===== src/rtl/psx_bus_receiver_pkg.sv =====
// Shared definitions for the PSX controller-bus receiver: byte geometry,
// FSM state encodings and the standard pad command bytes.
package psx_bus_receiver_pkg;

   localparam int PSX_BYTE_BITS = 8;
   localparam int PSX_BIT_CNT_W = $clog2(PSX_BYTE_BITS);

   localparam logic [7:0] PSX_CMD_START = 8'h01;
   localparam logic [7:0] PSX_CMD_POLL  = 8'h42;

   typedef enum logic [1:0] {
      ST_IDLE   = 2'd0,
      ST_ACTIVE = 2'd1,
      ST_ERROR  = 2'd2
   } psx_state_e;

endpackage


===== src/rtl/psx_bus_receiver_sync_edge.sv =====
// psx_sync_edge: two-flop synchronizer for one asynchronous pin, with the
// synchronized level and single-cycle rise/fall pulses.
module psx_sync_edge #(
   parameter logic RESET_VAL = 1'b1
) (
   input  logic clk,
   input  logic reset_n,
   input  logic pin,
   output logic level,
   output logic rise,
   output logic fall
);

   logic meta_r;
   logic sync_r;
   logic prev_r;

   // Synchronizer chain plus one history flop for edge detection.
   always_ff @(posedge clk or negedge reset_n) begin
      if (!reset_n) begin
         meta_r <= RESET_VAL;
         sync_r <= RESET_VAL;
         prev_r <= RESET_VAL;
      end else begin
         meta_r <= pin;
         sync_r <= meta_r;
         prev_r <= sync_r;
      end
   end

   assign level = sync_r;
   assign rise  = sync_r & ~prev_r;
   assign fall  = ~sync_r & prev_r;

endmodule


===== src/rtl/psx_bus_receiver.sv =====
// Passive PSX controller-bus sniffer: reassembles LSB-first CMD/DAT byte pairs
// and strobes each with its packet position. PSX_ACK_MONITOR_EN adds ACK tracking.
module psx_bus_receiver
   import psx_bus_receiver_pkg::*;
#(
   parameter int TIMEOUT_BITS = 10,
   parameter int INDEX_BITS   = 4
) (
   input  logic                  clk,
   input  logic                  reset_n,
   input  logic                  psx_att_n,
   input  logic                  psx_clk,
   input  logic                  psx_cmd,
   input  logic                  psx_dat,
`ifdef PSX_ACK_MONITOR_EN
   input  logic                  psx_ack_n,
`endif
   output logic                  byte_strobe,
   output logic [7:0]            cmd_byte,
   output logic [7:0]            dat_byte,
   output logic [INDEX_BITS-1:0] byte_index,
   output logic                  packet_start,
   output logic                  packet_end,
   output logic                  frame_error,
   output logic                  ack_seen
);

   localparam logic [PSX_BIT_CNT_W-1:0] BIT_LAST  = PSX_BIT_CNT_W'(PSX_BYTE_BITS - 1);
   localparam logic [TIMEOUT_BITS-1:0]  STALL_MAX = {TIMEOUT_BITS{1'b1}};
   localparam logic [INDEX_BITS-1:0]    INDEX_MAX = {INDEX_BITS{1'b1}};

   logic att_level_s, att_rise_s, att_fall_s;
   logic clk_level_s, clk_rise_s, clk_fall_s;
   logic cmd_level_s, cmd_rise_s, cmd_fall_s;
   logic dat_level_s, dat_rise_s, dat_fall_s;
   logic ack_low_s;
   logic unused_edges_s;

   psx_sync_edge #(.RESET_VAL(1'b1)) u_sync_att (.clk(clk), .reset_n(reset_n), .pin(psx_att_n),
      .level(att_level_s), .rise(att_rise_s), .fall(att_fall_s));
   psx_sync_edge #(.RESET_VAL(1'b1)) u_sync_clk (.clk(clk), .reset_n(reset_n), .pin(psx_clk),
      .level(clk_level_s), .rise(clk_rise_s), .fall(clk_fall_s));
   psx_sync_edge #(.RESET_VAL(1'b0)) u_sync_cmd (.clk(clk), .reset_n(reset_n), .pin(psx_cmd),
      .level(cmd_level_s), .rise(cmd_rise_s), .fall(cmd_fall_s));
   psx_sync_edge #(.RESET_VAL(1'b0)) u_sync_dat (.clk(clk), .reset_n(reset_n), .pin(psx_dat),
      .level(dat_level_s), .rise(dat_rise_s), .fall(dat_fall_s));

`ifdef PSX_ACK_MONITOR_EN
   logic ack_level_s, ack_rise_s, ack_fall_s;
   psx_sync_edge #(.RESET_VAL(1'b1)) u_sync_ack (.clk(clk), .reset_n(reset_n), .pin(psx_ack_n),
      .level(ack_level_s), .rise(ack_rise_s), .fall(ack_fall_s));
   assign ack_low_s      = ~ack_level_s;
   assign unused_edges_s = ^{att_rise_s, att_fall_s, clk_level_s, cmd_rise_s, cmd_fall_s,
                             dat_rise_s, dat_fall_s, ack_rise_s, ack_fall_s};
`else
   assign ack_low_s      = 1'b0;
   assign unused_edges_s = ^{att_rise_s, att_fall_s, clk_level_s, cmd_rise_s, cmd_fall_s,
                             dat_rise_s, dat_fall_s};
`endif

   psx_state_e                state_r, state_next_s;
   logic [PSX_BIT_CNT_W-1:0]  bits_r, bits_next_s;
   logic [TIMEOUT_BITS-1:0]   stall_r, stall_next_s;
   logic [INDEX_BITS-1:0]     index_r, index_next_s;
   logic [7:0]                shift_cmd_r, shift_cmd_next_s, shift_dat_r, shift_dat_next_s;
   logic [7:0]                cmd_byte_r, cmd_byte_next_s, dat_byte_r, dat_byte_next_s;
   logic [INDEX_BITS-1:0]     byte_index_r, byte_index_next_s;
   logic                      strobe_r, strobe_next_s;
   logic                      start_r, start_next_s, end_r, end_next_s, ferr_r, ferr_next_s;
   logic                      ack_flag_r, ack_flag_next_s, ack_seen_r, ack_seen_next_s;

   // Next-state and output decode; ATT release outranks any CLK edge in the same cycle.
   always_comb begin
      state_next_s      = state_r;
      bits_next_s       = bits_r;
      stall_next_s      = '0;
      index_next_s      = index_r;
      shift_cmd_next_s  = shift_cmd_r;
      shift_dat_next_s  = shift_dat_r;
      cmd_byte_next_s   = cmd_byte_r;
      dat_byte_next_s   = dat_byte_r;
      byte_index_next_s = byte_index_r;
      strobe_next_s     = 1'b0;
      start_next_s      = 1'b0;
      end_next_s        = 1'b0;
      ferr_next_s       = 1'b0;
      case (state_r)
         ST_IDLE: begin
            if (!att_level_s) begin
               state_next_s = ST_ACTIVE;
               start_next_s = 1'b1;
               index_next_s = '0;
               bits_next_s  = '0;
            end else begin
               bits_next_s  = '0;
            end
         end
         ST_ACTIVE: begin
            if (att_level_s) begin
               state_next_s = ST_IDLE;
               end_next_s   = 1'b1;
            end else if (clk_rise_s) begin
               shift_cmd_next_s = {cmd_level_s, shift_cmd_r[7:1]};
               shift_dat_next_s = {dat_level_s, shift_dat_r[7:1]};
               if (bits_r == BIT_LAST) begin
                  strobe_next_s     = 1'b1;
                  cmd_byte_next_s   = shift_cmd_next_s;
                  dat_byte_next_s   = shift_dat_next_s;
                  byte_index_next_s = index_r;
                  bits_next_s       = '0;
                  index_next_s      = (index_r == INDEX_MAX) ? index_r : index_r + 1'b1;
               end else begin
                  bits_next_s = bits_r + 1'b1;
               end
            end else if ((bits_r != '0) && !clk_fall_s) begin
               if (stall_r == STALL_MAX) begin
                  state_next_s = ST_ERROR;
                  ferr_next_s  = 1'b1;
               end else begin
                  stall_next_s = stall_r + 1'b1;
               end
            end else begin
               stall_next_s = '0;
            end
         end
         ST_ERROR: begin
            if (att_level_s) begin
               state_next_s = ST_IDLE;
               end_next_s   = 1'b1;
            end else begin
               state_next_s = ST_ERROR;
            end
         end
         default: begin
            state_next_s = ST_IDLE;
         end
      endcase
      ack_flag_next_s = strobe_r ? 1'b0 : (ack_flag_r | ack_low_s);
      ack_seen_next_s = strobe_next_s & ack_flag_r;
   end

   // State and registered outputs.
   always_ff @(posedge clk or negedge reset_n) begin
      if (!reset_n) begin
         state_r      <= ST_IDLE;
         bits_r       <= '0;
         stall_r      <= '0;
         index_r      <= '0;
         shift_cmd_r  <= 8'h00;
         shift_dat_r  <= 8'h00;
         cmd_byte_r   <= 8'h00;
         dat_byte_r   <= 8'h00;
         byte_index_r <= '0;
         strobe_r     <= 1'b0;
         start_r      <= 1'b0;
         end_r        <= 1'b0;
         ferr_r       <= 1'b0;
         ack_flag_r   <= 1'b0;
         ack_seen_r   <= 1'b0;
      end else begin
         state_r      <= state_next_s;
         bits_r       <= bits_next_s;
         stall_r      <= stall_next_s;
         index_r      <= index_next_s;
         shift_cmd_r  <= shift_cmd_next_s;
         shift_dat_r  <= shift_dat_next_s;
         cmd_byte_r   <= cmd_byte_next_s;
         dat_byte_r   <= dat_byte_next_s;
         byte_index_r <= byte_index_next_s;
         strobe_r     <= strobe_next_s;
         start_r      <= start_next_s;
         end_r        <= end_next_s;
         ferr_r       <= ferr_next_s;
         ack_flag_r   <= ack_flag_next_s;
         ack_seen_r   <= ack_seen_next_s;
      end
   end

   assign byte_strobe  = strobe_r;
   assign cmd_byte     = cmd_byte_r;
   assign dat_byte     = dat_byte_r;
   assign byte_index   = byte_index_r;
   assign packet_start = start_r;
   assign packet_end   = end_r;
   assign frame_error  = ferr_r;
   assign ack_seen     = ack_seen_r;

endmodule


===== config.mk =====
export PLATFORM = sky130hd
export DESIGN_NAME = psx_bus_receiver
export DESIGN_NICKNAME = d
export VERILOG_FILES = /design/src/rtl/psx_bus_receiver_pkg.sv /design/src/rtl/psx_bus_receiver_sync_edge.sv /design/src/rtl/psx_bus_receiver.sv
export SDC_FILE = /design/constraint.sdc
export NUM_CORES = 1
export LEC_CHECK = 0
export ABC_AREA = 1
export BUFFER_PORTS_ARGS = -buffer_cell sky130_fd_sc_hd__buf_2
export CAP_MARGIN = 20
export CORE_MARGIN = 4
export CORE_UTILIZATION = 41
export DETAILED_ROUTE_END_ITERATION = 7
export HOLD_SLACK_MARGIN = 0.03
export PLACE_DENSITY = 0.57
export SLEW_MARGIN = 20
export SYNTH_ARGS = -nofsm -noshare
export SYNTH_HDL_FRONTEND = slang
export SYNTH_SLANG_ARGS = --single-unit
export TNS_END_PERCENT = 1

===== constraint.sdc =====
create_clock -name clk -period 1.6 [get_ports clk]
set_input_delay 0.24 -clock clk [delete_from_list [all_inputs] [get_ports clk]]
set_output_delay 0.24 -clock clk [all_outputs]
set_load 0.1 [all_outputs]

==> impl_metrics.ini, run 1 <==
[yosys]
ys.flop_type = sky130_fd_sc_hd__dfrtp_1
seq_area_frac_synth_pct = 57.8
synthesized_flop_and_latch_total = 66
syn_area_um2 = 2870
synth_top_area_cell = sky130_fd_sc_hd__dfrtp_1
mappedNetlistNets = 290
synthesis.instances = 277
synthDistinctLibCells = 33
synth_top_cell_area_share_pct = 53.2
synth.yosys.warnings = 0
synth_enable_flop_cells = 0
cell_types_with_the_largest_area_share_after_synthesis = sky130_fd_sc_hd__dfrtp_1 53%, sky130_fd_sc_hd__nand2_1 8.5%, sky130_fd_sc_hd__o21ai_2 7.6%, sky130_fd_sc_hd__dfstp_2 4.6%, sky130_fd_sc_hd__inv_1 4.4%
synth.avg_cell_area_um2 = 10.4
synth-async-reset-ratio_pct = 100

[setup_path]
reg2reg_slack_ns = 0.09
setup.worst_path.start = state_r[1]$_DFFE_PN0P_
regToRegStartpoint = state_r[1]$_DFFE_PN0P_
setup.worst_path.start_class = flop
worst_ep_arrival_time_ns = 1.73
timing.critical_path.to_type = flop
worstPathRequired_ns = 1.83
timing.setup.critical_path_class = reg2reg
timing.critical_path.to = dat_byte[3]$_DFFE_PN0P_
highest_net_fanout_along_the_worst_path = 21
r2r_path_end = dat_byte[3]$_DFFE_PN0P_
r2r.worst_path.cells = 8

[finish]
antennaDiodeCount = 0
layout-area-overhead-vs-synth_pct = 19.6
layout.cells.non_filler = 426
area_of_the_multi_input_gates_um2 = 990
mostFrequentLayoutCell = sky130_fd_sc_hd__nand2_1
fillerInstances = 644
layout_cell_share_with_drive_strength_beyond_1_pct = 33.3
layout_common_cells = 65 x sky130_fd_sc_hd__nand2_1, 61 x sky130_fd_sc_hd__dfrtp_1, 34 x sky130_fd_sc_hd__inv_1
final_design_area_no_fill_um2 = 3430
register_area_um2 = 1660
finish.net_count = 338

[clocking]
clk_pin_slew_worst_paths_ns = 0.08
htreeDepth = 3
tritoncts.num_buffers = 9
tritoncts_clock_tree = built
clock-root-buffer = sky130_fd_sc_hd__clkbuf_8
insertion_delay_ns = 0.34
clock_sinks = 66
maximum_root_to_sink_buffer_count = 2

[timing]
fin_tns_setup_ns = 0
min_period_ns = 1.51
maxClockFrequency_mhz = 664
clock_skew_ns = 0.00924
drv_slew = 0
max_slew.worst_pin.slew_ns = 0.508
timing.final.crit_share_pct = 94.2
setup_viol_count_final = 0
relSlewSlack_pct = 66.1
finalHoldViolCount = 0
grt_setup_unrepaired = yes
hold-worst-slack_ns = 0.351

[power_and_ir_drop]
power.static_leakage_nw = 1.73
power.total_mw = 4.51
cellPowerDensity_nw_per_um2 = 1310
vdd_ir_drop_max_mv = 0.537

[grt]
global_route_wire_length_before_repair_mm = 8.52
grt_start_max_net_pins = 34
antenna_found_initial = 0
globalRoute.totalOverflow = 0
grt.total_usage_pct = 13.0
vias_in_the_first_global_route = 1899

[status]
status = finished, final reports clean

[floorplan]
dieArea_um2 = 8400
die_w_um = 91.7
initial_core_util_pct = 42.2
core.rowCount = 30
floorplan.die.height_um = 91.7
fp.coreArea_um2 = 6790
floorplan.io_pins = 31

[drt]
wire_per_inst_um = 11.3
num_vias = 1857
drt_first_iter_violations = 59
firstDrtPassIters = 4
drtAntennaViolNets = 0
via_per_inst = 4.36
drcViolationCount = 0
routed_wirelength_mm = 4.81

[job]
cap_violations = 0

[placement]
dp_hpwl_mm = 3.39
gp_congestion = 0.700
dpl-instance-area_um2 = 3150
port_buffers = 29
placedCellCount = 404

[worst_hold_path]
timing.hold.worst.class = reg2reg
==> how the worst min path moves through the flow <==
| stage | end | startpoint | cells after the start |
|---|---|---|---|
| after CTS | u_sync_dat.level$_DFF_PN0_ | u_sync_dat.meta_r$_DFF_PN0_ | 0 |
| after global routing | u_sync_clk.level$_DFF_PN1_ | u_sync_clk.meta_r$_DFF_PN1_ | 0 |
| final | u_sync_dat.level$_DFF_PN0_ | u_sync_dat.meta_r$_DFF_PN0_ | 0 |
| after global placement | packet_end$_DFF_PN0_ | reset_n | 1 |
| after floorplan | bits_r[0]$_DFFE_PN0P_ | reset_n | 0 |
| after detailed placement | packet_end$_DFF_PN0_ | reset_n | 1 |
==> kinds of logic (layout without fill, tap and decap cells) <==
family          Yosys count  count (layout)  synth area share (%)
flops                    66              66                  57.8
xor+xnor                  3               3                 0.916
simple gates            108             108                  18.4
other cells               1               1                 0.131
buf+inv                  47             100                  7.85
fa+ha+maj                 7               7                  3.05
compound gates           45              45                  11.9
==> cell usage after synthesis, types with 4 or more instances <==
cell type	n
sky130_fd_sc_hd__nand2_1	65
sky130_fd_sc_hd__inv_2	6
sky130_fd_sc_hd__buf_6	4
sky130_fd_sc_hd__dfrtp_1	61
sky130_fd_sc_hd__nor2_1	12
sky130_fd_sc_hd__o21ai_1	7
sky130_fd_sc_hd__inv_1	34
sky130_fd_sc_hd__nor2_4	4
sky130_fd_sc_hd__nand3_1	12
sky130_fd_sc_hd__dfstp_2	5
sky130_fd_sc_hd__o21ai_2	25
sky130_fd_sc_hd__o21ai_0	6
sky130_fd_sc_hd__ha_1	7
==> sequential cells by signal, summed over array words and instances (netlist names), 2 cells and up <==
| name | cells |
|---|---|
| byte_index | 4 |
| state_r | 2 |
| bits_r | 3 |
| dat_byte | 8 |
| shift_cmd_r | 7 |
| index_r | 4 |
| shift_dat_r | 7 |
| stall_r | 10 |
| cmd_byte | 8 |
==> report_power, final <==
part | switching, mW | internal [mW]
Combinational | 0.679 | 0.353
Clock | 0.637 | 0.876
Sequential | 0.109 | 1.86
Total | 1.43 | 3.09
==> cell type report <==
type,count,share of cell area [%]
Sequential cell,66,48.3
Multi-Input combinational cell,164,28.8
Timing Repair Buffer,44,8.60
Inverter,40,4.45
Clock buffer,9,3.61
Tap cell,96,3.50
Clock inverter,7,2.70
==> stage by stage <==
step,utilization (%),worst slack [ns]
2_1_floorplan,-,0.215
3_3_place_gp,46.4,0.0556
3_5_place_dp,46.4,0.0390
4_1_cts,50.3,0.0333
5_1_grt,50.5,-0.0291
6_report,50.5,0.0930
==> repair_timing <==
item	CTS	global route
setup endpoints to repair	0	19
setup buffers	0	1
hold buffers	5	0
hold endpoints to repair	19	0
resized for setup	0	2
==> worst max-delay path, cell delays in order, from the launching register on <==
cell and delay (ns):
sky130_fd_sc_hd__dfrtp_1 0.38, sky130_fd_sc_hd__inv_1 0.08, sky130_fd_sc_hd__ha_2 0.18, sky130_fd_sc_hd__nand2_2 0.10, sky130_fd_sc_hd__nor2_8 0.19, sky130_fd_sc_hd__nand2_4 0.14
sky130_fd_sc_hd__buf_12 0.19, sky130_fd_sc_hd__nand2_1 0.07, sky130_fd_sc_hd__o21ai_2 0.05
==> metal layers <==
layer  track usage, %  part of all wire, %  wire length (um)  vias up
li1                 -                    -                 -      963
met1             16.9                   50              2420      858
met4             8.42                  3.0               142        0
met2             19.4                   44              2140       24
met5                0                    0                 0        -
met3             2.87                  2.4               115       12
Note: power is estimated with default switching activity, not from simulation.
==> inputs of run 2 (changes only) <==
- CORE_UTILIZATION: 41 -> 26
- PLACE_DENSITY: 0.57 -> 0.4
- SLEW_MARGIN: 20 -> not set
==> impl_metrics.ini, run 2 (synthesis gave the netlist of run 1 again) <==
[status]
status = finished, final reports clean

[clocking]
htreeDepth = 3
tritoncts.num_buffers = 9
clk_pin_slew_worst_paths_ns = 0.08
clock_sinks = 66
post-cts-setup-buffer-count = 0
clock-root-buffer = sky130_fd_sc_hd__clkbuf_8
maximum_root_to_sink_buffer_count = 2
insertion_delay_ns = 0.34
tritoncts_clock_tree = built

[floorplan]
core.rowCount = 38
initial_core_util_pct = 26.5
die_w_um = 113
floorplan.die.height_um = 113
dieArea_um2 = 12800
fp.coreArea_um2 = 10800
floorplan.io_pins = 31

[job]
cap_violations = 0

[finish]
antennaDiodeCount = 0
layout-area-overhead-vs-synth_pct = 23.1
finish.net_count = 336
largest_register_ffs = 10
layout_common_cells = 65 x sky130_fd_sc_hd__nand2_1, 61 x sky130_fd_sc_hd__dfrtp_1, 34 x sky130_fd_sc_hd__inv_1
layout_cell_share_with_drive_strength_beyond_1_pct = 33.2
mostFrequentLayoutCell = sky130_fd_sc_hd__nand2_1
max_flop_register = stall_r
layout.cells.non_filler = 468
final_design_area_no_fill_um2 = 3530

[timing]
setup_viol_count_final = 0
finalHoldViolCount = 0
grt_setup_unrepaired = yes
drv_slew = 0
clock_skew_ns = 0.00680
min_period_ns = 1.51
timing.final.crit_share_pct = 94.2
maxClockFrequency_mhz = 663

[grt]
grt_util_met2_pct = 13.3
global_route_wire_length_before_repair_mm = 9.13
antenna_found_initial = 0
grt_start_max_net_pins = 67
grt_most_used_layer = met2
globalRoute.totalOverflow = 0
grt.total_usage_pct = 9.07
vias_in_the_first_global_route = 1842
gr_layer_usage_met3_pct = 2.46
gr-usage-met1_pct = 12.2

[setup_path]
setup.worst_path.start_class = flop
worst_ep_arrival_time_ns = 1.73
worst_path_largest_cell_delay_ns = 0.38
timing.setup.critical_path_class = reg2reg
highest_net_fanout_along_the_worst_path = 14
timing.critical_path.to = dat_byte[4]$_DFFE_PN0P_
worstPathRequired_ns = 1.83
reg2reg_slack_ns = 0.09
timing.critical_path.to_type = flop
r2r_path_end = dat_byte[4]$_DFFE_PN0P_
setup.worst_path.start = state_r[1]$_DFFE_PN0P_
crit_slowest_cell = sky130_fd_sc_hd__dfrtp_1
r2r.worst_path.cells = 8
crit_chain = inv_1, ha_2, nand2_2, nor2_8, nand2_8, buf_12, nand2_1, o21ai_2
regToRegStartpoint = state_r[1]$_DFFE_PN0P_

[power_and_ir_drop]
power.switching_mw = 1.47
sw_frac_of_total_pct = 32.1
p_clk_share_pct = 34.4
vdd_ir_drop_max_mv = 0.327
power.total_mw = 4.56
p_comb_share_pct = 22.7
seqPwrFrac_pct = 42.9
cellPowerDensity_nw_per_um2 = 1290
internal_power_mw = 3.10
power.static_leakage_nw = 1.71

[drt]
via_per_inst = 3.97
num_vias = 1860
drt_first_iter_violations = 47
drcViolationCount = 0
routed_wirelength_mm = 5.14
firstDrtPassIters = 4
drtAntennaViolNets = 0
wire_per_inst_um = 11.0

[worst_hold_path]
timing.hold.worst.class = reg2reg

[placement]
gp_congestion = 0.698
port_buffers = 29
dp_hpwl_mm = 3.53
placedCellCount = 447
dpl-instance-area_um2 = 3230
[run 2: changes by cell type in the layout (fill, tap and decap cells not counted), sizes merged]
| cell | previous run | this run |
|---|---|---|
| inv | 41 | 42 |
| clkinv | 4 | 1 |
| clkinvlp | 0 | 2 |
| buf | 39 | 37 |
[run 2: area by class of cell]
cell class / instances / area, um^2
inverters: 40 / 153
flip-flops and latches: 66 / 1660
repair buffers: 42 / 305
clock buffers: 9 / 124
multi-input cells: 164 / 1020
well taps: 140 / 175
clock inverters: 7 / 101
fillers: 1118 / 7310
[run 2: metal layers]
metal  share of wire (%)  wire length, um
met5                   0                0
met2                  44             2280
met3                 3.7              190
met1                  50             2550
met4                 2.2              115
[run 2: what timing repair did]
item / 4_1_cts / 5_1_grt
gates resized for setup: 0 / 6
endpoints found under the setup margin: 0 / 23
hold endpoints to repair: 65 / 0
hold buffers: 5 / 0
[run 2: worst max-delay path, delay by kind of cell, from the launching register on]
kind / cells / cell delay [ns]
flops: 1 / 0.38
compound gates: 1 / 0.05
fa+ha+maj: 1 / 0.18
buf+inv: 2 / 0.26
simple gates: 4 / 0.53
[run 2: power by group through the flow]
stage / combinational [mW] / sequential (mW) / clock (mW)
global route: 1.16 / 1.99 / 1.71
CTS: 1.03 / 1.96 / 1.64
global placement: 1.02 / 1.99 / 0
finish: 1.03 / 1.96 / 1.57
detailed placement: 1.02 / 1.99 / 0
floorplan: 0.642 / 2.11 / 0
[run 2: worst min path at each step]
stage | from | endpoint | slack (ns) | cells after the start
after global placement | reset_n | stall_r[4]$_DFF_PN0_ | 0.29 | 2
after global routing | u_sync_clk.meta_r$_DFF_PN1_ | u_sync_clk.level$_DFF_PN1_ | 0.37 | 0
final | u_sync_cmd.meta_r$_DFF_PN0_ | u_sync_cmd.level$_DFF_PN0_ | 0.35 | 0
after CTS | u_sync_cmd.meta_r$_DFF_PN0_ | u_sync_cmd.level$_DFF_PN0_ | 0.36 | 0
after detailed placement | reset_n | stall_r[4]$_DFF_PN0_ | 0.29 | 2
after floorplan | reset_n | bits_r[0]$_DFFE_PN0P_ | -0.06 | 0
[run 2: metrics by stage]
stage	setup TNS, ns	util (%)	hold slack, ns	worst slack [ns]
2_1_floorplan	0	-	-0.0556	0.215
3_3_place_gp	0	29.8	0.294	0.0431
3_5_place_dp	0	29.8	0.294	0.0234
4_1_cts	0	32.3	0.355	0.0151
5_1_grt	-0.0156	32.6	0.366	-0.00880
6_report	0	32.6	0.352	0.0924
